$ cat src/rtl/alu.sv
// Integer ALU for the RV32 execute stage: RV32I arithmetic/logic/shift/compare,
// branch predicates and the RV32M multiply family, with one registered output stage.
module alu #(
    parameter int WIDTH = 32
) (
    input  logic             i_clk,
    input  logic             i_rst_n,
    input  logic [WIDTH-1:0] i_a,
    input  logic [WIDTH-1:0] i_b,
    input  logic [4:0]       i_op,
    output logic [WIDTH-1:0] o_result
);

    localparam int SHW = $clog2(WIDTH);

    localparam logic [4:0] OP_ADD    = 5'd0;
    localparam logic [4:0] OP_SUB    = 5'd1;
    localparam logic [4:0] OP_AND    = 5'd2;
    localparam logic [4:0] OP_OR     = 5'd3;
    localparam logic [4:0] OP_XOR    = 5'd4;
    localparam logic [4:0] OP_SLL    = 5'd5;
    localparam logic [4:0] OP_SRL    = 5'd6;
    localparam logic [4:0] OP_SRA    = 5'd7;
    localparam logic [4:0] OP_SLT    = 5'd8;
    localparam logic [4:0] OP_SLTU   = 5'd9;
    localparam logic [4:0] OP_PASSB  = 5'd10;
    localparam logic [4:0] OP_EQ     = 5'd11;
    localparam logic [4:0] OP_NE     = 5'd12;
    localparam logic [4:0] OP_GE     = 5'd13;
    localparam logic [4:0] OP_GEU    = 5'd14;
    localparam logic [4:0] OP_MUL    = 5'd15;
    localparam logic [4:0] OP_MULH   = 5'd16;
    localparam logic [4:0] OP_MULHSU = 5'd17;
    localparam logic [4:0] OP_MULHU  = 5'd18;
    localparam logic [4:0] OP_ADD4   = 5'd19;

    localparam logic [WIDTH-1:0] FOUR = WIDTH'(4);

    logic [SHW-1:0]     shamt;
    logic               lt_s;
    logic               lt_u;
    logic               eq;
    logic [2*WIDTH-1:0] a_ext;
    logic [2*WIDTH-1:0] b_ext;
    logic [2*WIDTH-1:0] prod;
    logic [WIDTH-1:0]   result_d;
    logic [WIDTH-1:0]   result_q;

    assign shamt = i_b[SHW-1:0];
    assign lt_s  = $signed(i_a) < $signed(i_b);
    assign lt_u  = i_a < i_b;
    assign eq    = i_a == i_b;

    // Extend operands to 2*WIDTH (sign or zero per op) so one truncated product
    // serves every multiply flavour; the low half is identical for all of them.
    always_comb begin
        a_ext = {{WIDTH{1'b0}}, i_a};
        b_ext = {{WIDTH{1'b0}}, i_b};
        if (i_op == OP_MULH || i_op == OP_MULHSU) begin
            a_ext = {{WIDTH{i_a[WIDTH-1]}}, i_a};
        end
        if (i_op == OP_MULH) begin
            b_ext = {{WIDTH{i_b[WIDTH-1]}}, i_b};
        end
        prod = a_ext * b_ext;
    end

    // Next-result selection; reserved encodings fall through to zero.
    always_comb begin
        result_d = '0;
        case (i_op)
            OP_ADD:    result_d = i_a + i_b;
            OP_SUB:    result_d = i_a - i_b;
            OP_AND:    result_d = i_a & i_b;
            OP_OR:     result_d = i_a | i_b;
            OP_XOR:    result_d = i_a ^ i_b;
            OP_SLL:    result_d = i_a << shamt;
            OP_SRL:    result_d = i_a >> shamt;
            OP_SRA:    result_d = $unsigned($signed(i_a) >>> shamt);
            OP_SLT:    result_d = {{(WIDTH-1){1'b0}}, lt_s};
            OP_SLTU:   result_d = {{(WIDTH-1){1'b0}}, lt_u};
            OP_PASSB:  result_d = i_b;
            OP_EQ:     result_d = {{(WIDTH-1){1'b0}}, eq};
            OP_NE:     result_d = {{(WIDTH-1){1'b0}}, ~eq};
            OP_GE:     result_d = {{(WIDTH-1){1'b0}}, ~lt_s};
            OP_GEU:    result_d = {{(WIDTH-1){1'b0}}, ~lt_u};
            OP_MUL:    result_d = prod[WIDTH-1:0];
            OP_MULH,
            OP_MULHSU,
            OP_MULHU:  result_d = prod[2*WIDTH-1:WIDTH];
            OP_ADD4:   result_d = i_a + FOUR;
            default:   result_d = '0;
        endcase
    end

    // Output register: captures every cycle, cleared immediately by reset.
    always_ff @(posedge i_clk or negedge i_rst_n) begin
        if (!i_rst_n) begin
            result_q <= '0;
        end else begin
            result_q <= result_d;
        end
    end

    assign o_result = result_q;

endmodule

$ cat config.mk
export PLATFORM = sky130hd
export DESIGN_NAME = alu
export DESIGN_NICKNAME = d
export VERILOG_FILES = /design/src/rtl/alu.sv
export SDC_FILE = /design/constraint.sdc
export NUM_CORES = 2
export LEC_CHECK = 0
export BUFFER_PORTS_ARGS = -buffer_cell sky130_fd_sc_hd__buf_2
export CAP_MARGIN = 10
export CORE_AREA = 4 4 324 326
export DETAILED_ROUTE_END_ITERATION = 16
export DIE_AREA = 0 0 328 330
export MAX_ROUTING_LAYER = met4
export PLACE_DENSITY = 0.77
export SETUP_SLACK_MARGIN = 0.02
export SLEW_MARGIN = 15
export SYNTH_ARGS = -nofsm -noshare
export SYNTH_HDL_FRONTEND = slang
export SYNTH_SLANG_ARGS = --single-unit
export TNS_END_PERCENT = 5
$ cat constraint.sdc
create_clock -name i_clk -period 1.1 [get_ports i_clk]
set_clock_uncertainty 0.1 [all_clocks]
set_input_delay 0.055 -clock i_clk [delete_from_list [all_inputs] [get_ports i_clk]]
set_output_delay 0.055 -clock i_clk [all_outputs]
set_load 0.005 [all_outputs]
==> metrics.md <==
| Metric | Value |
|---|---|
| Period utilization | 809% |
| Layout cells sized above 1 | 22.9% |
| Die Y | 330 um |
| Initial antenna violation count | 11 |
| Most common cell in the netlist | inv_1 |
| # setup viols final | 33 |
| Max FFs per register | 32 |
| CORE AREA | 102000 um2 |
| Vias per cell | ~6 |
| Die width | 328 um |
| Port buffer count | 102 |
| Max Root-Sink Buffers | 2 |
| Total GRT Usage | 50.4% |
| WL/cell | 28.5 um |
| Top cells by area, synth | fa_1, inv_1, ha_1 |
| EDFF count, synth | 0 |
| GPL Wtd Cong | ~1.1 |
| Worst hold path class | input port to async pin |
| Syn_nets | roughly 8400 |
| Worst slew pin tran | 1380 ps |
| Crit path DAT | 8980 ps |
| Synth warn | 0 |
| Vias in the first global route | a little under 60000 |
| Clock sinks | 32 |
| CTS Buf Count | 5 |
| RSZ-0062 raised after global routing | true |
| Mapped Area | 56600 um2 |
| Largest area contributor in the netlist | fa_1 |
| Crit path kind | input port to flip-flop |
| P&R area growth vs syn | 24.0% |
| Drt first-iter violations | 5712 |
| CP Max Fanout | 8 |
| Mean Syn Cell Area | 8.66 um2 |
| Hold_ws | 146 ps |
| Final wirelength | 259000 um |
| Clock tree root driver cell | clkbuf_16 |
| # Max-Cap Violations | 0 |
| Fmax achieved | 112 MHz |
| Die area | 108000 um2 |
| Post-route ant nets | 0 |
| First-pass GRT wire length | 379000 um |
| Slew HR | 7.26% |
| Async set-reset flop share out of synthesis | between 90% and 100% |
| Routed vias | ~54000 |
| CP Capture Type | flip-flop |
| Status | finished, violations left |
| Fin crit period | 8900 ps |
| Failing checks | setup timing |
| Crit path launch type | input port |
| Final Hold Fails | 0 |
| Drc violations | 0 |
| CTS tree | done |
| Worst Path Required | between 1000 and 1500 ps |
| Dpl hpwl | about 220000 um |
| Worst setup margin | -7800 ps |
| H-Tree Depth | 2 |
| Initial Util | 55.7% |
| Largest stage delay on the critical path | 690 ps |
| Sequential fraction of the synthesis area | 1.41% |
| Row count | 117 |
| Top cell types by occurrence after synthesis | inv_1, fa_1, nand2_1, nor2_1, ha_1 |
| Critical-path top delay cell | fa_2 |
| Gate Count Post-Synth | between 6000 and 7000 |
| Drt first pass iters | 8 |
| Boundary Pins | 103 |
| Net total in the final layout | 9592 |
| Netlist cell types | 84 |
| Gr ovfl total | 0 |
| Largest net degree at the start of global routing | 69 |
| Primary FF master, synth | dfrtp_1 |
| Fin. max-slew vios | 0 |
| Layout fillers | 8016 |
| Synthesized flop and latch total | 32 |
| Clock transition at the registers of the reported paths | 80 ps |
| Yosys top cell area share | 50.2% |
-- path summary, 6_finish.rpt --
check                        start            to  slack (ps)  depth (start not counted)
max                        i_op[2]  o_result[31]       -7800                         33
min                        i_rst_n   o_result[2]         150                          3
max in group asynchronous  i_rst_n  o_result[23]         530                          3
min in group i_clk         i_op[3]   o_result[0]         320                          5
-- cell families (layout without fill, tap and decap cells) --
logic type | Yosys count | count (layout) | share of synthesized area, %
xor gates and xnor gates | 165 | 165 | 2.55
and+or+nand+nor | 1672 | 1672 | 12.1
muxes | 111 | 111 | 2.86
buffers and inverters | 2000 | 3152 | 13.3
DFF | 32 | 32 | 1.41
adders and majority gates | 1827 | 1827 | 59.2
AOI/OAI and AO/OA | 736 | 736 | 8.61
other | 0 | 14 | 0
-- layer usage --
layer | track usage [%] | wire (um) | vias up
met4 | 42.9 | 30600 | 0
met3 | 13.5 | 29800 | 1298
met1 | 56.8 | 85800 | 26641
li1 | - | - | 22001
met5 | - | 0 | -
met2 | 75.0 | 113000 | 3675
-- timing repair --
item | in CTS | in global routing
gates cloned | 1 | 0
endpoints found under the setup margin | 33 | 33
setup buffers | 14 | 0
resized for setup | 191 | 59
hold endpoints to repair | 32 | 0
hold buffers | 1 | 0
pin swaps | 91 | 8
-- per-stage QoR --
step                cells  area [um2]  setup WS, ps  utilization [%]  setup TNS [ps]
floorplan            6543       56900         -7530                -         -228140
global placement     9040       69000         -8450             67.8         -257780
detailed placement   9040       69000         -8620             67.8         -260300
CTS                  9063       70000         -7690             68.8         -237080
global route         9075       70300         -8000             69.1         -245490
finish               9077       70300         -7800             69.1         -239040
-- layout by cell type, fill, tap and decap left out, types with 36 or more instances in the layout --
master / netlist / routed
inv_1: 1615 / 1597
fa_1: 1421 / 1385
buf_4: 1 / 1315
nand2_1: 861 / 847
nor2_1: 540 / 529
ha_1: 406 / 392
a21oi_1: 179 / 158
o21ai_0: 162 / 143
xnor2_1: 129 / 122
buf_12: 0 / 83
buf_2: 20 / 75
mux2i_1: 65 / 65
nand3_1: 60 / 55
nor3_1: 59 / 51
a21o_1: 47 / 47
mux4_2: 40 / 40
o211ai_1: 39 / 39
fa_2: 0 / 36
-- layout make-up --
class | instances | area (um2) | area share [%]
antenna | 14 | 35.0 | 0.0499
clock buffer | 5 | 125 | 0.178
clock inverter | 3 | 42.5 | 0.0605
inverter | 1642 | 6190 | 8.80
multi-input combinational | 4511 | 49100 | 69.9
sequential | 32 | 801 | 1.14
tap | 1368 | 1710 | 2.44
timing repair buffer | 1502 | 12200 | 17.4
-- worst max-delay path, delay by kind of cell --
family	cells	cell delay (ps)
XOR/XNOR	9	1660
buffers and inverters	8	980
AO/OA/AOI/OAI	1	360
adder cells (fa/ha/maj)	10	5310
AND/OR/NAND/NOR	5	570
Power is not shown: default switching activity piles up to over one toggle a cycle in this logic, so the estimate is an artifact.
